===== src/rtl/pwm_dac_pkg.sv =====
// Shared definitions for the PWM DAC stage that follows the DDS generator.
// Holds the state encoding of the enable/drain state machine and the default
// sample width / prescale constants that the DDS and its bench also use.
package pwm_dac_pkg;

  typedef enum logic [1:0] {
    ST_IDLE  = 2'd0,
    ST_RUN   = 2'd1,
    ST_DRAIN = 2'd2
  } pwm_state_t;

  // Default sample width (and PWM period counter width): period = 2^WIDTH ticks.
  localparam int PWM_WIDTH    = 8;
  // Default number of clock cycles per PWM tick.
  localparam int PWM_PRESCALE = 1;

endpackage


===== src/rtl/pwm_tick_gen.sv =====
// Prescale counter for the PWM DAC.
// Counts 0..PRESCALE-1 and flags the last count as a tick.
// Ports:
//   clk   - system clock, rising edge
//   rst   - asynchronous active-high reset
//   clear - synchronous restart of the count at 0 (period start / idle)
//   tick  - high during the cycle the count sits at PRESCALE-1
module pwm_tick_gen
  import pwm_dac_pkg::*;
#(
  parameter int PRESCALE = PWM_PRESCALE
) (
  input  logic clk,
  input  logic rst,
  input  logic clear,
  output logic tick
);

  // With PRESCALE=1 the counter degenerates to a single bit stuck at 0,
  // which makes tick permanently high (one tick per clock).
  localparam int               CW   = (PRESCALE > 1) ? $clog2(PRESCALE) : 1;
  localparam logic [CW-1:0]    LAST = CW'(PRESCALE - 1);

  logic [CW-1:0] r_count;

  always_ff @(posedge clk or posedge rst) begin
    if (rst) begin
      r_count <= '0;
    end else if (clear || (r_count == LAST)) begin
      r_count <= '0;
    end else begin
      r_count <= r_count + CW'(1);
    end
  end

  assign tick = (r_count == LAST);

endmodule


===== src/rtl/pwm_dac.sv =====
// PWM DAC: turns the unsigned DDS sample stream into a single-bit PWM
// waveform for an external RC low-pass filter.
// One sample is latched per PWM period (2^WIDTH ticks of PRESCALE cycles)
// and attenuated by a logical right shift. An enable/drain state machine
// makes sure a started period always runs to completion.
// Ports:
//   clk          - system clock, rising edge
//   rst          - asynchronous active-high reset
//   en           - run request
//   DDS_in       - unsigned sample from the DDS
//   Amp_cntrl    - attenuation, duty = DDS_in >> Amp_cntrl
//   PWM_out      - modulated output (registered, glitch-free)
//   Period_start - one-cycle pulse on the first cycle of each period
//   Busy         - high whenever the state machine is not idle
module pwm_dac
  import pwm_dac_pkg::*;
#(
  parameter int WIDTH    = PWM_WIDTH,
  parameter int PRESCALE = PWM_PRESCALE
) (
  input  logic             clk,
  input  logic             rst,
  input  logic             en,
  input  logic [WIDTH-1:0] DDS_in,
  input  logic [1:0]       Amp_cntrl,
  output logic             PWM_out,
  output logic             Period_start,
  output logic             Busy
);

  pwm_state_t       r_state;
  logic [WIDTH-1:0] r_duty;
  logic [WIDTH-1:0] r_cnt;
  logic             r_period_start;
  logic             r_busy;
  logic             r_pwm;

  pwm_state_t       w_state_next;
  logic [WIDTH-1:0] w_duty_next;
  logic [WIDTH-1:0] w_cnt_next;
  logic             w_tick;
  logic             w_period_end;
  logic             w_start;
  logic             w_clear;

  // The prescaler is held at 0 while idle and restarted on every period
  // start so the first tick of a period lands exactly PRESCALE cycles in.
  assign w_clear = w_start || (r_state == ST_IDLE);

  pwm_tick_gen #(
    .PRESCALE (PRESCALE)
  ) u_tick_gen (
    .clk   (clk),
    .rst   (rst),
    .clear (w_clear),
    .tick  (w_tick)
  );

  assign w_period_end = (r_state != ST_IDLE) && w_tick && (r_cnt == {WIDTH{1'b1}});

  // A period ending in RUN always launches the next one, even if en has
  // just dropped: that extra period is then drained in full. In DRAIN a
  // new period only follows if en is back.
  assign w_start = ((r_state == ST_IDLE)  && en) ||
                   ((r_state == ST_RUN)   && w_period_end) ||
                   ((r_state == ST_DRAIN) && en && w_period_end);

  always_comb begin
    w_state_next = r_state;
    w_duty_next  = r_duty;
    w_cnt_next   = r_cnt;

    case (r_state)
      ST_IDLE:  if (en) w_state_next = ST_RUN;
      ST_RUN:   if (!en) w_state_next = ST_DRAIN;
      ST_DRAIN: begin
        if (en)                w_state_next = ST_RUN;
        else if (w_period_end) w_state_next = ST_IDLE;
      end
      default:  w_state_next = ST_IDLE;
    endcase

    if (w_start) begin
      w_duty_next = DDS_in >> Amp_cntrl;
      w_cnt_next  = '0;
    end else if (r_state == ST_IDLE) begin
      w_cnt_next = '0;
    end else if (w_tick) begin
      w_cnt_next = r_cnt + 1'b1;  // wraps to 0 at period end
    end
  end

  // Outputs are computed from next-state values and registered, so they
  // line up with the counters yet never glitch into the RC filter.
  always_ff @(posedge clk or posedge rst) begin
    if (rst) begin
      r_state        <= ST_IDLE;
      r_duty         <= '0;
      r_cnt          <= '0;
      r_period_start <= 1'b0;
      r_busy         <= 1'b0;
      r_pwm          <= 1'b0;
    end else begin
      r_state        <= w_state_next;
      r_duty         <= w_duty_next;
      r_cnt          <= w_cnt_next;
      r_period_start <= w_start;
      r_busy         <= (w_state_next != ST_IDLE);
      r_pwm          <= (w_state_next != ST_IDLE) && (w_cnt_next < w_duty_next);
    end
  end

  assign PWM_out      = r_pwm;
  assign Period_start = r_period_start;
  assign Busy         = r_busy;

endmodule


===== config.mk =====
export PLATFORM = sky130hd
export DESIGN_NAME = pwm_dac
export DESIGN_NICKNAME = d
export VERILOG_FILES = /design/src/rtl/pwm_dac_pkg.sv /design/src/rtl/pwm_tick_gen.sv /design/src/rtl/pwm_dac.sv
export SDC_FILE = /design/constraint.sdc
export NUM_CORES = 1
export LEC_CHECK = 0
export BUFFER_PORTS_ARGS = -buffer_cell sky130_fd_sc_hd__clkbuf_2
export CORE_UTILIZATION = 56
export DETAILED_ROUTE_END_ITERATION = 10
export PLACE_DENSITY = 0.77
export SLEW_MARGIN = 20
export SYNTH_ARGS = -nofsm -noshare
export SYNTH_HDL_FRONTEND = slang
export SYNTH_HIERARCHICAL = 1
export SYNTH_SLANG_ARGS = --single-unit

===== constraint.sdc =====
create_clock -name clk -period 2.99 [get_ports clk]
set_input_delay 0.897 -clock clk [delete_from_list [all_inputs] [get_ports clk]]
set_output_delay 0.897 -clock clk [all_outputs]
set_load 0.03 [all_outputs]

==> results.tsv, run 1 <==
metric	value	unit
postCtsSetupBuffers	0	
synth_edf_count	0	
cp_cell_sequence	ha_1 -> nand4_4 -> o31ai_1 -> nand2_2 -> mux2_4 -> inv_2 -> ha_1 -> a211oi_1 -> nor2_1 -> nor3_1 -> o211a_1 -> o2bb2ai_1	
synth_top_area_cell	dfrtp_1	
wirelength	2.44	mm
reg2regPathDepth	12	
max-cap-violations	0	
grt_pass1_vias	926	
clockBufferDepth	2	
criticalPathCategory	register to register	
syn-instance-count	121	
antenna_found_initial	0	
wl_per_cell	14.4	µm
layout_commonest_cell	dfrtp_1	
syn-cell-area	1320	µm²
die_x	50.5	µm
core-area	2210	µm²
synth_top_area_share	41.8	%
hold_path.class	input pin to asynchronous set/reset pin	
path_buf_inv	1	
clk_pin_slew	0.11	ns
grt_usage	22.4	%
reg2reg_slack	0.15	ns
via_per_inst	5.58	
holdBufCountCts	0	
final-setup-viol-count	0	
critPathTopFamily	compound AO/OA/AOI/OAI gates	
cts_sinks	22	
hpwl	1.97	mm
max_slew_margin	49.2	%
cp_common_cell	ha_1	
p_leak	0.750	nW
synth_nets	142	
power.density	453	nW/µm²
ir_drop	0.000298	V
netlist_top_cells_area	dfrtp_1 42%, ha_1 7.6%, mux4_2 6.8%	
layout_common_cells	22 x dfrtp_1, 15 x nor2_1, 15 x clkbuf_2	
tightest_slew	0.762	ns
final.min_clock_period	2.84	ns
grt_max_degree	22	
final_area	1470	µm²
yosys_most_used_dff	dfrtp_1	
critPathArrivalTime	3.07	ns
drv_slew	0	
crit_path_start_kind	register	
max_stage_delay	0.45	ns
cts_buffers	3	
drc	0	
status	complete, no violations	
grt_overflow	0	
ys_types	36	
r2r_end	PWM_out	
r2r-start	r_cnt[0]	
fmax	352	MHz
diodes	0	
avgSynthCellArea	10.9	µm²
yosysSeqAreaShare	41.8	%
grt_pass1_wl	4.17	mm
worst_setup_path_end_kind	register	
async_flop_share	100	%
start_util	59.6	%
finalCritPeriodShare	95.0	%
area_delta_synth_final	11.9	%
port_buffers	15	
fp-row-count	17	
cp_slowest_cell	dfrtp_1	
drt_iter0_drc	21	
ant_nets	0	
place_congestion	0.724	
die_h	50.5	µm
yosysWarningCount	6	
whs	0.412	ns
htree_levels	1	
drt_pass1_iterations	4	
num_io_pins	16	
path_max_fanout	8	
synth_seq_cells	22	
fin_worst_skew	0.00360	ns
critPathLaunch	r_cnt[0]	
worstPathRequired	3.22	ns
hold_violations	0	
clock-root-buffer	clkbuf_4	
drive_gt1_share	24.8	%
clk_latency	0.29	ns
vias	943	
tritoncts	built	
post_dp_cell_area	1450	µm²
nFillCells	173	
die_area	2550	µm²
layout.nets	164	
==> power by group <==
| group | internal (mW) | switching (mW) | leakage (nW) |
|---|---|---|---|
| clock network | 0.0469 | 0.0796 | 0.0138 |
| logic | 0.0806 | 0.101 | 0.457 |
| registers | 0.336 | 0.0234 | 0.279 |
==> worst max path at each step <==
stage               cells past startpoint  slack (ns)  endpoint
finish                                 12        0.15   PWM_out
floorplan                              11        0.10   PWM_out
detailed placement                     11        0.07   PWM_out
global route                           12      -0.003   PWM_out
global placement                       11        0.12   PWM_out
CTS                                    12        0.13   PWM_out
==> cells in the mapped netlist, types with 2 or more instances <==
master and instances:
nor2_1 15, ha_1 8, a211oi_1 2, xor2_1 5, a21oi_1 4, xnor2_1 2
nand2b_1 2, dfrtp_1 22, nand2_1 7, nand3_1 2, inv_1 12, nand4_4 2
nand4_1 4, clkbuf_1 2, mux4_2 4, mux2i_1 8
==> registers in the layout, indices dropped and copies added (netlist names) <==
name	count
PWM_out	1
u_tick_gen/r_count	1
Busy	1
r_duty	8
r_state	2
Period_start	1
r_cnt	8
==> stage by stage <==
step / std cells / TNS, ns / power (mW) / worst slack [ns] / utilization [%]
2_1_floorplan: 121 / 0 / 0.493 / 0.103 / -
3_3_place_gp: 166 / 0 / 0.538 / 0.119 / 65.5
3_5_place_dp: 166 / 0 / 0.548 / 0.0659 / 65.5
4_1_cts: 169 / 0 / 0.670 / 0.127 / 66.5
5_1_grt: 169 / -0.00301 / 0.713 / -0.00301 / 66.6
6_report: 169 / 0 / 0.668 / 0.150 / 66.6
==> worst reg2reg max path, stage by stage (launching register included) <==
cell and delay (ns):
dfrtp_1 0.45, ha_1 0.25, nand4_4 0.15, o31ai_1 0.30
nand2_2 0.19, mux2_4 0.35, inv_2 0.05, ha_1 0.23
a211oi_1 0.23, nor2_1 0.08, nor3_1 0.21, o211a_1 0.19
o2bb2ai_1 0.10
==> area by class of cell <==
class                   count  area, µm²  area share, %
multi-input cells          82        697           47.3
clock buffers               3       22.5           1.53
inverters                  13       48.8           3.31
flip-flops and latches     22        551           37.4
repair buffers             21        120           8.15
well taps                  28       35.0           2.38
==> cells by family after synthesis <==
| kind of cell | Yosys count | synth area share (%) |
|---|---|---|
| multiplexers | 14 | 14.9 |
| XOR/XNOR | 7 | 4.65 |
| AND/OR/NAND/NOR | 34 | 14.0 |
| adder cells (fa/ha/maj) | 8 | 7.60 |
| AO/OA/AOI/OAI | 18 | 11.3 |
| other | 1 | 0.285 |
| flip-flops | 22 | 41.8 |
| buffers and inverters | 17 | 5.51 |
==> routing by layer <==
layer | wire (µm) | track usage (%)
met5 | 0 | 0
met4 | 26 | 6.94
met3 | 38 | 2.73
met2 | 1270 | 39.6
met1 | 1110 | 28.6
==> repair_timing <==
action / 4_1_cts / 5_1_grt
resized for setup: 0 / 1
endpoints found under the hold margin: 0 / 0
setup endpoints to repair: 0 / 1
No activity file was read; power rests on OpenSTA's default activity.
==> run 2, diff against run 1 <==
--- a/config.mk
+++ b/config.mk
@@ -6,9 +6,9 @@
 export NUM_CORES = 1
 export LEC_CHECK = 0
 export BUFFER_PORTS_ARGS = -buffer_cell sky130_fd_sc_hd__clkbuf_2
-export CORE_UTILIZATION = 56
+export CORE_UTILIZATION = 51
 export DETAILED_ROUTE_END_ITERATION = 10
-export PLACE_DENSITY = 0.77
+export PLACE_DENSITY = 0.74
 export SLEW_MARGIN = 20
 export SYNTH_ARGS = -nofsm -noshare
 export SYNTH_HDL_FRONTEND = slang
==> constraint.sdc (replaced) <==
create_clock -name clk -period 2.6 [get_ports clk]
set_input_delay 0.78 -clock clk [delete_from_list [all_inputs] [get_ports clk]]
set_output_delay 0.78 -clock clk [all_outputs]
set_load 0.03 [all_outputs]
==> results.tsv, run 2 (synthesized netlist as in run 1, its figures left out) <==
metric	value	unit
rsz0062_at_grt	true	
drive_gt1_share	45.5	%
layout.nets	188	
start_util	53.7	%
via_per_inst	5.56	
final.min_clock_period	2.60	ns
die_h	52.8	µm
drt_iter0_drc	16	
status	complete, but fails checks	
cp_cell_sequence	ha_4 -> nand4_4 -> buf_6 -> o31a_1 -> o32ai_4 -> buf_6 -> nor2_1 -> ha_1 -> nand3_1 -> a21oi_1 -> nor3_2 -> o211a_1 -> o2bb2ai_2	
clock-root-buffer	clkbuf_4	
power.density	490	nW/µm²
worst_setup_path_end_kind	register	
wl_per_cell	15.4	µm
cts_sinks	22	
p_leak	0.867	nW
layout_commonest_cell	buf_4	
critPathArrivalTime	2.85	ns
r2r-start	r_cnt[1]	
ant_nets	0	
fp-row-count	18	
num_io_pins	16	
die_area	2790	µm²
power	0.881	mW
grt_overflow	0	
hpwl	2.10	mm
cp_common_cell	buf_6	
violations	setup timing	
clk_latency	0.31	ns
max_stage_delay	0.43	ns
drc	0	
whs	0.281	ns
reg2regPathDepth	13	
core-area	2450	µm²
grt_usage	22.7	%
cts_buffers	3	
vias	1085	
finalCritPeriodShare	100	%
clk_pin_slew	0.11	ns
reg2reg_slack	-0.002	ns
max_slew_margin	45.8	%
tightest_slew	0.812	ns
stdcell_count	195	
place_congestion	0.785	
max-cap-violations	0	
area_delta_synth_final	36.6	%
clockBufferDepth	2	
hold_violations	0	
r2r_end	PWM_out	
top_regs	r_cnt x8, r_duty x8, r_state x2	
die_x	52.8	µm
fmax	384	MHz
layout_common_cells	27 x buf_4, 21 x dfrtp_1, 15 x clkbuf_2	
grt_pass1_vias	1077	
grt_pass1_wl	4.52	mm
criticalPathCategory	register to register	
ir_drop	0.000428	V
crit_path_start_kind	register	
diodes	0	
place_inst	186	
fin_worst_skew	0.00235	ns
drt_pass1_iterations	4	
wirelength	3.01	mm
hold_path.class	input pin to asynchronous set/reset pin	
antenna_found_initial	0	
worstPathRequired	2.84	ns
tritoncts	built	
htree_levels	1	
port_buffers	15	
path_max_fanout	3	
grt_max_degree	22	
cp_slowest_cell	dfrtp_1	
drv_slew	0	
finalWorstSetupSlack	-0.00169	ns
final-setup-viol-count	1	
## run 2: metrics by stage
stage | TNS [ns] | setup WS [ns] | util [%] | cell area [µm²]
5_1_grt | -0.162 | -0.162 | 73.3 | 1800
2_1_floorplan | 0 | 0.0136 | - | 1330
3_5_place_dp | -0.247 | -0.247 | 64.7 | 1590
6_report | -0.00169 | -0.00169 | 73.3 | 1800
4_1_cts | 0 | 0.0393 | 66.5 | 1630
3_3_place_gp | -0.146 | -0.146 | 64.7 | 1590
## run 2: how the worst max path moves through the flow
stage | startpoint | end | slack (ns) | cells after the start
5_1_grt | r_cnt[1] | PWM_out | -0.16 | 12
2_1_floorplan | Amp_cntrl[1] | PWM_out | 0.01 | 11
4_1_cts | r_cnt[1] | PWM_out | 0.04 | 12
3_5_place_dp | en | PWM_out | -0.25 | 12
6_report | r_cnt[1] | PWM_out | -0.002 | 13
3_3_place_gp | en | PWM_out | -0.15 | 12
## run 2: layout make-up
class,instances,area [µm²]
Timing Repair Buffer,45,312
Tap cell,30,37.5
Inverter,13,48.8
Sequential cell,22,552
Clock buffer,3,22.5
Multi-Input combinational cell,82,827
Fill cell,175,656
## run 2: power breakdown
part           switching (mW)  internal, mW  leakage, nW
clock                  0.0991        0.0542       0.0138
sequential             0.0221         0.386        0.277
combinational           0.161         0.158        0.576
## run 2: what timing repair did
item / CTS / global route
hold buffers: 0 / 0
setup buffers: 1 / 5
pin swaps: 1 / 15
setup endpoints to repair: 1 / 1
resized for setup: 3 / 24
## run 2: per-layer routing
metal  wire length, µm  part of all wire (%)  vias to the layer above  global-route usage [%]
met4               149                   5.0                        0                    8.33
met1              1250                    42                      531                    26.6
li1                  -                     -                      516                       -
met5                 0                     0                        -                       0
met2              1520                    50                       27                    41.8
met3                86                   2.9                       11                    2.61
## run 2: worst max-delay path, delay by kind of cell (launching register included)
kind            cells  cell delay [ns]
compound gates      5             0.83
fa+ha+maj           2             0.49
simple gates        4             0.47
flops               1             0.43
buf+inv             2             0.32
